==> src/rtl/uart_cmd_ctrl.sv <==
// rtl/uart_cmd_ctrl.sv - three-byte UART command frame controller with link health tracking
// Validates SYNC/CMD/CHK frames, pulses accepted commands or rejections, and runs byte/link watchdogs.
module uart_cmd_ctrl #(
   parameter int unsigned NUM_FLOORS   = 8,
   parameter logic [7:0]  SYNC_BYTE    = 8'hA5,
   parameter int unsigned BYTE_TIMEOUT = 200000,
   parameter int unsigned LINK_TIMEOUT = 100000000
) (
   input  logic       clk,
   input  logic       rst,
   input  logic [7:0] rx_data,
   input  logic       rx_valid,
   output logic       cmd_valid,
   output logic [1:0] cmd_type,
   output logic [3:0] cmd_floor,
   output logic       frame_err,
   output logic [1:0] err_code,
   output logic [7:0] err_count,
   output logic       link_alive
);

   typedef enum logic [1:0] {IDLE, WAIT_CMD, WAIT_CHK} state_t;

   state_t      state_q;
   logic [7:0]  cmd_q;
   logic [31:0] timer_q;
   logic [31:0] wd_q;
   logic        cmd_valid_q;
   logic [1:0]  cmd_type_q;
   logic [3:0]  cmd_floor_q;
   logic        frame_err_q;
   logic [1:0]  err_code_q;
   logic [7:0]  err_count_q;

   logic        chk_ok;
   logic        is_floor_cmd;
   logic        cmd_ok;
   logic        timeout;
   logic [7:0]  err_count_d;
   logic [1:0]  cmd_type_d;
   logic [3:0]  cmd_floor_d;

   // Frame evaluation is done against the latched CMD and the CHK byte currently on rx_data.
   always_comb begin
      chk_ok       = (rx_data == ~cmd_q);
      is_floor_cmd = (cmd_q[7:4] == 4'd1) || (cmd_q[7:4] == 4'd2);
      cmd_ok       = (cmd_q[7:4] >= 4'd1) && (cmd_q[7:4] <= 4'd4) &&
                     (!is_floor_cmd || ({28'd0, cmd_q[3:0]} < NUM_FLOORS));
      cmd_type_d   = cmd_q[5:4] - 2'd1;
      cmd_floor_d  = is_floor_cmd ? cmd_q[3:0] : 4'd0;
      timeout      = (timer_q == BYTE_TIMEOUT);
      err_count_d  = (err_count_q == 8'hFF) ? 8'hFF : err_count_q + 8'd1;
   end

   always_ff @(posedge clk) begin
      if (rst) begin
         state_q     <= IDLE;
         cmd_q       <= 8'd0;
         timer_q     <= 32'd0;
         wd_q        <= 32'd0;
         cmd_valid_q <= 1'b0;
         cmd_type_q  <= 2'd0;
         cmd_floor_q <= 4'd0;
         frame_err_q <= 1'b0;
         err_code_q  <= 2'd0;
         err_count_q <= 8'd0;
      end else begin
         cmd_valid_q <= 1'b0;
         frame_err_q <= 1'b0;
         if (wd_q != 32'd0) begin
            wd_q <= wd_q - 32'd1;
         end
         case (state_q)
            IDLE: begin
               timer_q <= 32'd0;
               if (rx_valid && (rx_data == SYNC_BYTE)) begin
                  state_q <= WAIT_CMD;
               end
            end
            WAIT_CMD: begin
               if (rx_valid) begin
                  cmd_q   <= rx_data;
                  timer_q <= 32'd0;
                  state_q <= WAIT_CHK;
               end else if (timeout) begin
                  frame_err_q <= 1'b1;
                  err_code_q  <= 2'd3;
                  err_count_q <= err_count_d;
                  timer_q     <= 32'd0;
                  state_q     <= IDLE;
               end else begin
                  timer_q <= timer_q + 32'd1;
               end
            end
            WAIT_CHK: begin
               if (rx_valid) begin
                  timer_q <= 32'd0;
                  state_q <= IDLE;
                  if (!chk_ok || !cmd_ok) begin
                     frame_err_q <= 1'b1;
                     err_code_q  <= chk_ok ? 2'd2 : 2'd1;
                     err_count_q <= err_count_d;
                  end else begin
                     cmd_valid_q <= 1'b1;
                     cmd_type_q  <= cmd_type_d;
                     cmd_floor_q <= cmd_floor_d;
                     wd_q        <= LINK_TIMEOUT;
                  end
               end else if (timeout) begin
                  frame_err_q <= 1'b1;
                  err_code_q  <= 2'd3;
                  err_count_q <= err_count_d;
                  timer_q     <= 32'd0;
                  state_q     <= IDLE;
               end else begin
                  timer_q <= timer_q + 32'd1;
               end
            end
            default: begin
               timer_q <= 32'd0;
               state_q <= IDLE;
            end
         endcase
      end
   end

   assign cmd_valid  = cmd_valid_q;
   assign cmd_type   = cmd_type_q;
   assign cmd_floor  = cmd_floor_q;
   assign frame_err  = frame_err_q;
   assign err_code   = err_code_q;
   assign err_count  = err_count_q;
   assign link_alive = (wd_q != 32'd0);

endmodule

==> config.mk <==
export PLATFORM = sky130hd
export DESIGN_NAME = uart_cmd_ctrl
export DESIGN_NICKNAME = d
export VERILOG_FILES = /design/src/rtl/uart_cmd_ctrl.sv
export SDC_FILE = /design/constraint.sdc
export NUM_CORES = 1
export LEC_CHECK = 0
export CELL_PAD_IN_SITES_DETAIL_PLACEMENT = 0
export CELL_PAD_IN_SITES_GLOBAL_PLACEMENT = 2
export CORE_ASPECT_RATIO = 2
export CORE_UTILIZATION = 36
export DETAILED_ROUTE_END_ITERATION = 6
export HOLD_SLACK_MARGIN = 0.15
export PLACE_DENSITY = 0.8
export SLEW_MARGIN = 30
export SYNTH_ARGS = -nofsm -noshare
export SYNTH_HDL_FRONTEND = slang
export SYNTH_SLANG_ARGS = --single-unit
==> constraint.sdc <==
create_clock -name clk -period 3.1 [get_ports clk]
set_clock_uncertainty 0.2 [all_clocks]
set_input_delay 0.465 -clock clk [delete_from_list [all_inputs] [get_ports clk]]
set_output_delay 0.465 -clock clk [all_outputs]
set_load 0.1 [all_outputs]
==> results.md, run 1 <==
- The flow ran to the end, and the final reports show no timing, DRC or antenna violations.
- The overall power after layout is 4210 uW.
- The DRC marker count from the first detailed-route iteration is 118.
- In the synthesized netlist the async set-or-reset flop fraction comes to 0%.
- The area growth from synthesis to layout is 17.5%.
- Data arrives at the worst endpoint at 2.24 ns.
- The global-route total usage across every layer is 19.0%.
- The mapped netlist covers 4370 um2.
- The length in cells of the worst reg-to-reg path is 6.
- The number of diodes is 0.
- The final cell count without fillers is 706.
- The number of synthesized register bits is 92.
- The number of buffers inserted during clock tree synthesis is 9.
- At the pin with the least slew margin, the transition time is 0.583 ns.
- The number of buffers added to fix hold violations after cts is 0.
- The register-to-register setup slack is 0.50 ns.
- The TritonCTS clock tree is done.
- The number of placement rows is 56.
- The standard cell core area is 11800 um2.
- In this run the count of I/O pins placed on the die edge is 30.
- When the netlist entered floorplanning its net count stood at 541.
- The total negative slack for setup checks is 0 ns.
- The maximum clock path buffer count is 2.
- The worst register-to-register path begins at wd_q[12].
- For this design the ratio of total power to cell area is 820 nW/um2.
- The post-route netlist has 10.5% of its cells at a drive strength greater than 1.
- Measured against its own limit, the worst slew margin works out to 60.8%.
- The most common flop cell mapped by yosys is sky130_fd_sc_hd__dfxtp_1.
- The netlist uses 48 different library cells.
- Setup repair after global routing left no endpoint under its margin.
- The worst hold slack is 0.272 ns.
- The count of buffers added on input and output ports is 29.
- The maximum net fanout on the critical path is 19.
- The final max-slew violation count is 0.
- For this run the aggregate overflow at the end of global routing stands at 0.
- In this run the critical register-to-register path is captured at wd_q[18].
- For the worst-skew pair, the clock arrives at the later sink with an insertion delay of 0.34 ns.
- The area of the die is 12600 um2.
- The source of the critical timing path is wd_q[16].
- The kind of start point of the critical path is a register.
- The post-detailed-route DRC marker count is 0.
- Entering global routing, the biggest net connects 37 pins.
- The routed layout has 3728 vias.
- Derived from the worst setup path, the maximum achievable clock frequency is 345 MHz.
- The type of the worst setup path is register to primary output.
- The synthesized area per cell is 8.44 um2.
- The routed wire length is 11200 um.
- The number of antenna violations at the first check in global routing was 0.
- IR analysis of the VDD net gives a maximum drop of 0.000662 V.
- The first-pass detailed-route iteration total is 4.
- The average wire length per cell after detail routing is 15.8 um.
- Once detailed placement completed, the half-perimeter wirelength came to 8410 um.
- The number of warnings issued by yosys is 0.
- The number of instances in the synthesized netlist is 518.
- The detail-routed via count per cell is 5.28.
- Setup violations remaining at the end of the flow were counted as 0.
- The number of fill cells is 1188.
- The class of the tightest hold or removal check is register to register.
- The capturing element type of the critical path is a primary output.
- Summing the sequential cell areas from Yosys gives 42.1% of the chip area.
- The final cell utilization of the core is 43.6%.
- In this run the vertical extent of the chip is 158 um.
- The x dimension of the die is 79.9 um.
- The number of global-route vias before repair is 3747.
- The final number of hold-violating endpoints is 0.
- Once placement completed, the tool counted placed cells totaling 690.
- The max-cap check violation count is 0.
- The worst endpoint required time is 2.43 ns.
- The clock sink count is 92.
- For this run, the post-layout net count is 579.
- The CTS H-tree depth is 3.
- Once the floorplan was initialized, standard cells occupied 37.1% of the core.
- CTS placed an instance of sky130_fd_sc_hd__clkbuf_16 at the clock tree root.
- The first global-routing pass estimated 18200 um of wire.
- The post-detailed-route count of antenna-violating nets is 0.
- In the finished design, the share of the clock period the worst path needs comes to 93.6%.
- After clock tree synthesis, the clock-pin slew on the worst setup and hold paths is 0.07 ns.
- Yosys mapped a number of flops with a built-in enable equal to 0.
- For this design the static power due to leakage is 0.00188 uW.
- The most critical setup path has its endpoint at link_alive.
- The minimum clock period after layout is 2.90 ns.
- At the end of routability-driven placement, the weighted congestion stood at 0.815.
worst max-delay path, stage by stage, from the launching register on:
cell and delay, ns:
sky130_fd_sc_hd__dfxtp_1 0.36, sky130_fd_sc_hd__nor4_1 0.48, sky130_fd_sc_hd__nand4_1 0.27, sky130_fd_sc_hd__or3_4 0.57, sky130_fd_sc_hd__buf_12 0.21
stage by stage:
stage	setup slack [ns]	instance area (um2)
after floorplan	0.394	4370
after global placement	0.401	4860
after detailed placement	0.380	4860
after CTS	0.206	5140
after global routing	0.0422	5140
final	0.200	5140
flip-flops by register name, indices dropped and copies added (netlist names):
name and count:
cmd_floor 4, cmd_q 8, cmd_type 2, cmd_valid 1, err_code 2, err_count 8
frame_err 1, state_q 2, timer_q 32, wd_q 32
how the worst min path moves through the flow:
stage | startpoint | endpoint | slack, ns | cells past startpoint
after global placement | err_code[0] | err_code[0] | 0.26 | 1
after floorplan | timer_q[0] | timer_q[0] | 0.24 | 1
after CTS | cmd_floor[2] | cmd_floor[2] | 0.27 | 2
after detailed placement | err_code[0] | err_code[0] | 0.27 | 1
final | cmd_floor[2] | cmd_floor[2] | 0.27 | 2
after global routing | cmd_floor[2] | cmd_floor[2] | 0.29 | 2
power breakdown:
part / switching, uW / leakage [uW] / internal (uW)
registers: 197 / 0.000744 / 1370
clock network: 482 / 0.000124 / 546
logic: 905 / 0.00101 / 710
total: 1580 / 0.00188 / 2630
per-layer routing:
layer / part of all wire, % / up-vias / global-route usage [%]
met5: 0 / - / 0
met1: 37 / 1774 / 17.5
li1: - / 1871 / -
met2: 57 / 54 / 37.6
met4: 4.4 / 0 / 10.4
met3: 2.4 / 29 / 3.63
logic make-up after synthesis:
| kind of cell | count (synthesis) | share of synthesized area (%) |
|---|---|---|
| compound gates | 56 | 7.93 |
| flops | 92 | 42.1 |
| buf+inv | 33 | 3.12 |
| xor+xnor | 66 | 13.2 |
| mux | 4 | 0.944 |
| fa+ha+maj | 12 | 3.43 |
| simple gates | 255 | 29.2 |
synthesized netlist by cell type, drive strengths merged, types with 2 or more instances:
cell | count | area share, %
a211oi | 4 | 0.69
a21oi | 31 | 3.5
a311oi | 2 | 0.40
a31oi | 4 | 0.57
and2 | 3 | 0.43
and3 | 9 | 1.3
and4 | 4 | 0.80
buf | 5 | 0.72
clkbuf | 13 | 1.1
dfxtp | 92 | 42
ha | 12 | 3.4
inv | 15 | 1.3
mux2i | 3 | 0.69
nand2 | 51 | 4.4
nand2b | 3 | 0.43
nand3 | 29 | 3.3
nand4 | 17 | 2.4
nand4b | 2 | 0.40
nor2 | 84 | 7.2
nor2b | 2 | 0.29
nor3 | 10 | 1.1
nor3b | 2 | 0.34
nor4 | 16 | 2.4
nor4b | 3 | 0.74
nor4bb | 4 | 0.92
o2111ai | 2 | 0.40
o21ai | 4 | 0.46
o31a | 2 | 0.40
or3 | 8 | 1.2
or4 | 5 | 0.94
xnor2 | 18 | 3.6
xor2 | 48 | 9.6
layout make-up:
class	instances	area, um2	area share (%)
multi-input combinational	393	2400	46.8
clock inverter	7	52.6	1.02
timing repair buffer	45	375	7.31
clock buffer	9	225	4.38
tap	145	181	3.53
inverter	15	56.3	1.10
sequential	92	1840	35.9
placed cells by master, fill, tap and decap left out, types with 2 or more instances in the layout:
master	count
sky130_fd_sc_hd__and4_1	4
sky130_fd_sc_hd__and3_1	9
sky130_fd_sc_hd__nand2b_1	3
sky130_fd_sc_hd__xnor2_1	18
sky130_fd_sc_hd__xor2_1	48
sky130_fd_sc_hd__clkdlybuf4s50_1	10
sky130_fd_sc_hd__a21oi_1	31
sky130_fd_sc_hd__or4_1	4
sky130_fd_sc_hd__clkbuf_16	9
sky130_fd_sc_hd__nor3b_1	2
sky130_fd_sc_hd__and2_1	3
sky130_fd_sc_hd__nor2_1	84
sky130_fd_sc_hd__nand2_1	51
sky130_fd_sc_hd__a311oi_1	2
sky130_fd_sc_hd__buf_4	34
sky130_fd_sc_hd__mux2i_1	3
sky130_fd_sc_hd__clkinvlp_4	4
sky130_fd_sc_hd__o21ai_0	4
sky130_fd_sc_hd__nor4b_1	2
sky130_fd_sc_hd__nor4_1	15
sky130_fd_sc_hd__or3_1	7
sky130_fd_sc_hd__nand4_1	17
sky130_fd_sc_hd__nor4bb_1	4
sky130_fd_sc_hd__nand3_1	29
sky130_fd_sc_hd__a211oi_1	4
sky130_fd_sc_hd__nor2b_1	2
sky130_fd_sc_hd__ha_1	12
sky130_fd_sc_hd__nor3_1	10
sky130_fd_sc_hd__inv_1	15
sky130_fd_sc_hd__nand4b_1	2
sky130_fd_sc_hd__a31oi_1	4
sky130_fd_sc_hd__dfxtp_1	92
sky130_fd_sc_hd__o31a_1	2
timing repair:
action / CTS / global route
resized for setup: 1 / 0
setup buffers: 0 / 0
setup endpoints to repair: 1 / 0
Power figures use the tool's default switching activity.
==> run 2, diff against run 1 <==
Settings changed: ABC_CLOCK_PERIOD_IN_PS from default to 3100, CORE_MARGIN from default to 2, GPL_TIMING_DRIVEN from default to 0.
==> results.md, run 2 (same netlist as run 1, synthesis figures left out) <==
- The maximum number of pins on one net before global-route repair is 15 (was 37).
- The effective utilization at floorplan is 36.5% (was 37.1%).
- The number of diodes is 0 (unchanged).
- The maximum clock path buffer count is 2 (unchanged).
- The end of the worst register-to-register path is wd_q[1] (was wd_q[18]).
- The final max-slew violation count is 0 (unchanged).
- Highest-count cells in the layout ignoring fill and taps: 90 x sky130_fd_sc_hd__dfxtp_1, 84 x sky130_fd_sc_hd__nor2_1, 51 x sky130_fd_sc_hd__nand2_1 (was 92 x sky130_fd_sc_hd__dfxtp_1, 84 x sky130_fd_sc_hd__nor2_1, 51 x sky130_fd_sc_hd__nand2_1).
- The total I/O pin count is 30 (unchanged).
- The number of buffers inserted during clock tree synthesis is 9 (unchanged).
- The area of the die was 13100 um2 (was 12600 um2).
- The maximum net fanout on the critical path is 10 (was 19).
- The number of instances on the worst hold path is 2 (unchanged).
- The post-detailed-placement cell area is 4840 um2 (was 4860 um2).
- The number of buffers added to fix hold violations after cts is 0 (unchanged).
- The layout overhead on the synthesized area is 19.7% (was 17.5%).
- The normalized max-slew margin is 34.6% (was 60.8%).
- The post-detailed-route DRC marker count is 0 (unchanged).
- The fraction of final layout cells with drive strength greater than 1 is 6.74% (was 10.5%).
- The final number of hold-violating endpoints is 0 (unchanged).
- The DRC marker count from the first detailed-route iteration is 161 (was 118).
- The startpoint of the worst register-to-register path is cmd_q[4] (was wd_q[12]).
- The measured slew at the worst slew-check pin is 0.978 ns (was 0.583 ns).
- The die span in y is 160 um (was 158 um).
- The length in cells of the worst reg-to-reg path came to 9 (was 6).
- The total number of vias is 3609 (was 3728).
- The destination of the worst hold path is cmd_floor[1] (was cmd_floor[2]).
- The root buffer cell is sky130_fd_sc_hd__clkbuf_16 (unchanged).
- The startpoint of the tightest hold check path is cmd_floor[1] (was cmd_floor[2]).
- The area of all sequential standard cells is 1840 um2 (about the same).
- The area of combinational cells with multiple inputs is 2460 um2 (was 2400 um2).
- The kind of start point of the critical path is a register (unchanged).
- The final global-route overflow total came to 0 (unchanged).
- The maximum ir drop on the vdd rail is 0.000852 V (was 0.000662 V).
- The clock latency on the worst-skew pair is 0.34 ns (about the same).
- The global-route total usage across every layer was 16.6% (was 19.0%).
- The routed wire length is 10100 um (was 11200 um).
- The standard cell core area came to 12000 um2 (was 11800 um2).
- The final cycle utilization of the critical path is 99.2% (was 93.6%).
- The leading cell type in the layout, fill and taps excluded is sky130_fd_sc_hd__dfxtp_1 (unchanged).
- The clock sink count was 92 (unchanged).
- The TritonCTS clock tree is done (unchanged).
- The worst hold slack is 0.250 ns (was 0.272 ns).
- The total negative slack for setup checks is 0 ns (unchanged).
- The number of fill cells is 1241 (was 1188).
- The number of global-route vias before repair was 3542 (was 3747).
- The number of antenna violations at the first check in global routing was 0 (unchanged).
- The total power divided by cell area is 833 nW/um2 (was 820 nW/um2).
- The clock transition at the registers of the reported paths came to 0.07 ns (about the same).
- The highest achievable clock rate is 325 MHz (was 345 MHz).
- The detail-routed via count per cell came to 5.08 (was 5.28).
- The arrival time at the worst endpoint is 2.41 ns (was 2.24 ns).
- The worst endpoint required time is 2.43 ns (about the same).
- The port buffer count is 28 (was 29).
- The routability-driven placement congestion ratio is 0.775 (was 0.815).
- The register-to-register setup slack is 0.32 ns (was 0.50 ns).
- RSZ-0062 raised after global routing: yes (was no).
- The max-cap check violation count came to 0 (unchanged).
- The overall power after layout is 4360 uW (was 4210 uW).
- The post-DP HPWL is 7210 um (was 8410 um).
- The CTS H-tree depth is 3 (unchanged).
- The total setup violations reported at the end of the flow is 0 (unchanged).
- The capturing element type of the critical path is a primary output (unchanged).
- The class of the tightest hold or removal check is register to register (unchanged).
- The wire length of the first global-routing pass is 17200 um (was 18200 um).
- The average wire length per cell after detail routing came to 14.2 um (was 15.8 um).
- The reported leakage power is 0.00184 uW (was 0.00188 uW).
- The x dimension of the die is 81.9 um (was 79.9 um).
- Top Registers: timer_q x32, wd_q x32 (unchanged).
- Status: finished, final reports clean (unchanged).
- The post-detailed-route count of antenna-violating nets is 0 (unchanged).
- The type of the worst setup path is register to primary output (unchanged).
- The first-pass detailed-route iteration total is 6 (was 4).
- The number of placement rows is 57 (was 56).
- The final design instance area without fill came to 5240 um2 (was 5140 um2).
- The number of nets in the final layout is 582 (was 579).
- The minimum clock period after layout was 3.07 ns (was 2.90 ns).
==> run 2: cell types whose count changed in the layout (fill, tap and decap cells not counted), moves of 3 or more <==
cell                              before  now
sky130_fd_sc_hd__clkbuf_1              0   14
sky130_fd_sc_hd__nor4_1               15   11
sky130_fd_sc_hd__buf_4                34    3
sky130_fd_sc_hd__clkdlybuf4s50_1      10   27
sky130_fd_sc_hd__clkbuf_8              0    3
sky130_fd_sc_hd__buf_6                 0    3
==> run 2: cell type report <==
type,count,share of cell area (%)
multi-input cells,393,47.0
flip-flops and latches,92,35.2
repair buffers,30,5.83
clock buffers,13,5.16
well taps,147,3.51
plain buffers,18,1.82
inverters,15,1.08
clock inverters,3,0.382
==> run 2: what timing repair did <==
action / in CTS / in global routing
gates resized for setup: 17 / 9
endpoints found under the setup margin: 33 / 22
pin swaps: 0 / 2
setup buffers: 0 / 2
hold endpoints to repair: 0 / 0
==> run 2: worst max path at each step <==
stage               startpoint          to  cells past startpoint
floorplan             wd_q[12]    wd_q[17]                      8
global placement      wd_q[27]  link_alive                      6
detailed placement    wd_q[27]  link_alive                      6
CTS                    wd_q[0]  link_alive                      8
global route           wd_q[9]  link_alive                      7
finish                wd_q[12]  link_alive                      6
==> run 2: power breakdown <==
| part | total [uW] | internal (uW) | switching [uW] | leakage [uW] |
|---|---|---|---|---|
| Sequential | 1600 | 1380 | 227 | 0.000745 |
| Combinational | 1690 | 797 | 890 | 0.000961 |
| Clock | 1070 | 609 | 464 | 0.000138 |
==> run 2: metrics by stage <==
stage / cells / setup WS, ns / utilization (%)
6_report: 711 / 0.0253 / 43.7
5_1_grt: 711 / -0.0605 / 43.7
4_1_cts: 709 / -0.0109 / 43.1
3_5_place_dp: 693 / -0.679 / 40.4
3_3_place_gp: 693 / -0.649 / 40.4
2_1_floorplan: 518 / 0.394 / -
==> run 2: worst max-delay path: stages, from the launching register on <==
cell and delay, ns:
sky130_fd_sc_hd__dfxtp_2 0.35, sky130_fd_sc_hd__or4_4 0.54, sky130_fd_sc_hd__or2_4 0.25, sky130_fd_sc_hd__or3_2 0.46, sky130_fd_sc_hd__buf_6 0.16, sky130_fd_sc_hd__buf_6 0.15
sky130_fd_sc_hd__buf_12 0.16
==> run 2: layer usage <==
layer | vias up | track usage (%) | part of all wire (%)
met5 | - | 0 | 0
met3 | 12 | 2.15 | 3.5
met1 | 1655 | 24.0 | 50
met4 | 0 | 7.73 | 2.2
li1 | 1887 | - | -
met2 | 55 | 24.2 | 44
==> run 3, diff against run 2 <==
Settings changed: SETUP_SLACK_MARGIN from default to 0.2.
==> results.md, run 3 (same netlist as run 1, synthesis figures left out) <==
- The wire length of the first global-routing pass came to 17300 um (was 17200 um).
- The TritonCTS clock tree is done (unchanged).
- The average wire length per cell after detail routing is 14.1 um (was 14.2 um).
- The post-detailed-placement cell area came to 4840 um2 (unchanged).
- The post-DP HPWL is 7210 um (unchanged).
- The total setup violations reported at the end of the flow is 0 (unchanged).
- The x dimension of the die is 81.9 um (unchanged).
- The max-cap check violation count is 0 (unchanged).
- The post-detailed-route count of antenna-violating nets is 0 (unchanged).
- The die span in y was 160 um (unchanged).
- The root buffer cell is sky130_fd_sc_hd__clkbuf_16 (unchanged).
- The layout overhead on the synthesized area is 22.0% (was 19.7%).
- The port buffer count is 28 (unchanged).
- The area of all sequential standard cells is 1850 um2 (was 1840 um2).
- The detail-routed via count per cell is 5.08 (about the same).
- The maximum net fanout on the critical path is 4 (was 10).
- Top Registers: timer_q x32, wd_q x32 (unchanged).
- The final max-slew violation count came to 0 (unchanged).
- The normalized max-slew margin came to 34.6% (about the same).
- The standard cell core area was 12000 um2 (unchanged).
- The overall power after layout is 4590 uW (was 4360 uW).
- The clock latency on the worst-skew pair is 0.34 ns (about the same).
- The clock transition at the registers of the reported paths is 0.06 ns (was 0.07 ns).
- The CTS H-tree depth is 3 (unchanged).
- The global-route total usage across every layer is 16.7% (was 16.6%).
- The capturing element type of the critical path is a primary output (unchanged).
- The DRC marker count from the first detailed-route iteration is 180 (was 161).
- The total power divided by cell area came to 861 nW/um2 (was 833 nW/um2).
- The total I/O pin count is 30 (unchanged).
- Status: finished, final reports clean (unchanged).
- RSZ-0062 raised after global routing: yes (unchanged).
- The worst endpoint required time came to 2.43 ns (about the same).
- The post-detailed-route DRC marker count is 0 (unchanged).
- The maximum clock path buffer count is 2 (unchanged).
- The number of antenna violations at the first check in global routing was 0 (unchanged).
- The measured slew at the worst slew-check pin is 0.978 ns (about the same).
- The routability-driven placement congestion ratio came to 0.775 (unchanged).
- The final number of hold-violating endpoints is 0 (unchanged).
- The setup slack of the critical path after layout is 0.247 ns (was 0.0253 ns).
- The total negative slack for setup checks is 0 ns (unchanged).
- The routed wire length is 10200 um (was 10100 um).
- The effective utilization at floorplan is 36.5% (unchanged).
- The number of buffers added to fix hold violations after cts is 0 (unchanged).
- The kind of start point of the critical path was a register (unchanged).
- The number of fill cells is 1223 (was 1241).
- The area of the die is 13100 um2 (unchanged).
- The arrival time at the worst endpoint was 2.19 ns (was 2.41 ns).
- The fraction of final layout cells with drive strength greater than 1 is 9.25% (was 6.74%).
- The minimum clock period after layout is 2.85 ns (was 3.07 ns).
- The maximum ir drop on the vdd rail is 0.000912 V (was 0.000852 V).
- The area of combinational cells with multiple inputs is 2480 um2 (was 2460 um2).
- The number of nets in the final layout is 591 (was 582).
- The number of diodes is 0 (unchanged).
- The final design instance area without fill is 5340 um2 (was 5240 um2).
- The final global-route overflow total is 0 (unchanged).
- The total number of vias is 3657 (was 3609).
- The reported leakage power is 0.00190 uW (was 0.00184 uW).
- The number of placement rows was 57 (unchanged).
- The first-pass detailed-route iteration total is 6 (unchanged).
- The final cycle utilization of the critical path is 92.0% (was 99.2%).
- The number of global-route vias before repair is 3556 (was 3542).
- The leading cell type in the layout, fill and taps excluded is sky130_fd_sc_hd__dfxtp_1 (unchanged).
- The type of the worst setup path was register to primary output (unchanged).
- The class of the tightest hold or removal check was register to register (unchanged).
- The worst setup timing slack at the placement stage was -0.679 ns (unchanged).
- Highest-count cells in the layout ignoring fill and taps: 89 x sky130_fd_sc_hd__dfxtp_1, 84 x sky130_fd_sc_hd__nor2_1, 51 x sky130_fd_sc_hd__nand2_1 (was 90 x sky130_fd_sc_hd__dfxtp_1, 84 x sky130_fd_sc_hd__nor2_1, 51 x sky130_fd_sc_hd__nand2_1).
- The maximum number of pins on one net before global-route repair was 15 (unchanged).
- The number of buffers inserted during clock tree synthesis was 9 (unchanged).
- The highest achievable clock rate was 351 MHz (was 325 MHz).
- The clock sink count is 92 (unchanged).
run 3: changes by cell type in the layout (fill, tap and decap cells not counted), sizes merged:
cell / delta
buf: +9
run 3: per-layer routing:
layer	part of all wire (%)	global-route usage, %
met2	44	24.3
met5	0	0
met1	50	24.3
met3	3.5	2.15
met4	1.9	7.73
run 3: worst paths after layout:
path,startpoint,slack (ns),cells past startpoint,to
min reg2reg,cmd_floor[1],0.25,2,cmd_floor[1]
max,wd_q[13],0.25,6,link_alive
max reg2reg,cmd_q[4],0.38,9,err_count[6]
min,cmd_floor[1],0.25,2,cmd_floor[1]
run 3: what timing repair did:
item / CTS / global route
setup buffers: 5 / 6
gates cloned: 0 / 0
gates resized for setup: 25 / 13
pin swaps: 2 / 4
endpoints found under the setup margin: 48 / 23
run 3: area by class of cell:
class / instances / share of cell area, %
clock buffers: 13 / 5.06
plain buffers: 18 / 1.97
inverters: 15 / 1.06
multi-input cells: 393 / 46.4
flip-flops and latches: 92 / 34.7
repair buffers: 39 / 6.99
clock inverters: 3 / 0.375
well taps: 147 / 3.45
run 3: through the flow:
| step | util, % | cells | hold WS [ns] |
|---|---|---|---|
| 2_1_floorplan | - | 518 | 0.242 |
| 3_3_place_gp | 40.4 | 693 | 0.243 |
| 3_5_place_dp | 40.4 | 693 | 0.247 |
| 4_1_cts | 43.8 | 714 | 0.257 |
| 5_1_grt | 44.5 | 720 | 0.267 |
| 6_report | 44.5 | 720 | 0.250 |
run 3: worst max-delay path, stage by stage (launching register included):
cell	delay [ns]
sky130_fd_sc_hd__dfxtp_4	0.35
sky130_fd_sc_hd__or4_4	0.53
sky130_fd_sc_hd__or2_4	0.24
sky130_fd_sc_hd__or3_4	0.32
sky130_fd_sc_hd__buf_6	0.12
sky130_fd_sc_hd__buf_8	0.12
sky130_fd_sc_hd__buf_12	0.15
run 3: report_power, final:
part,switching [uW],total [uW],internal (uW),leakage (uW)
sequential,218,1600,1380,0.000746
combinational,953,1920,969,0.00101
clock,461,1070,609,0.000138
total,1630,4590,2960,0.00190
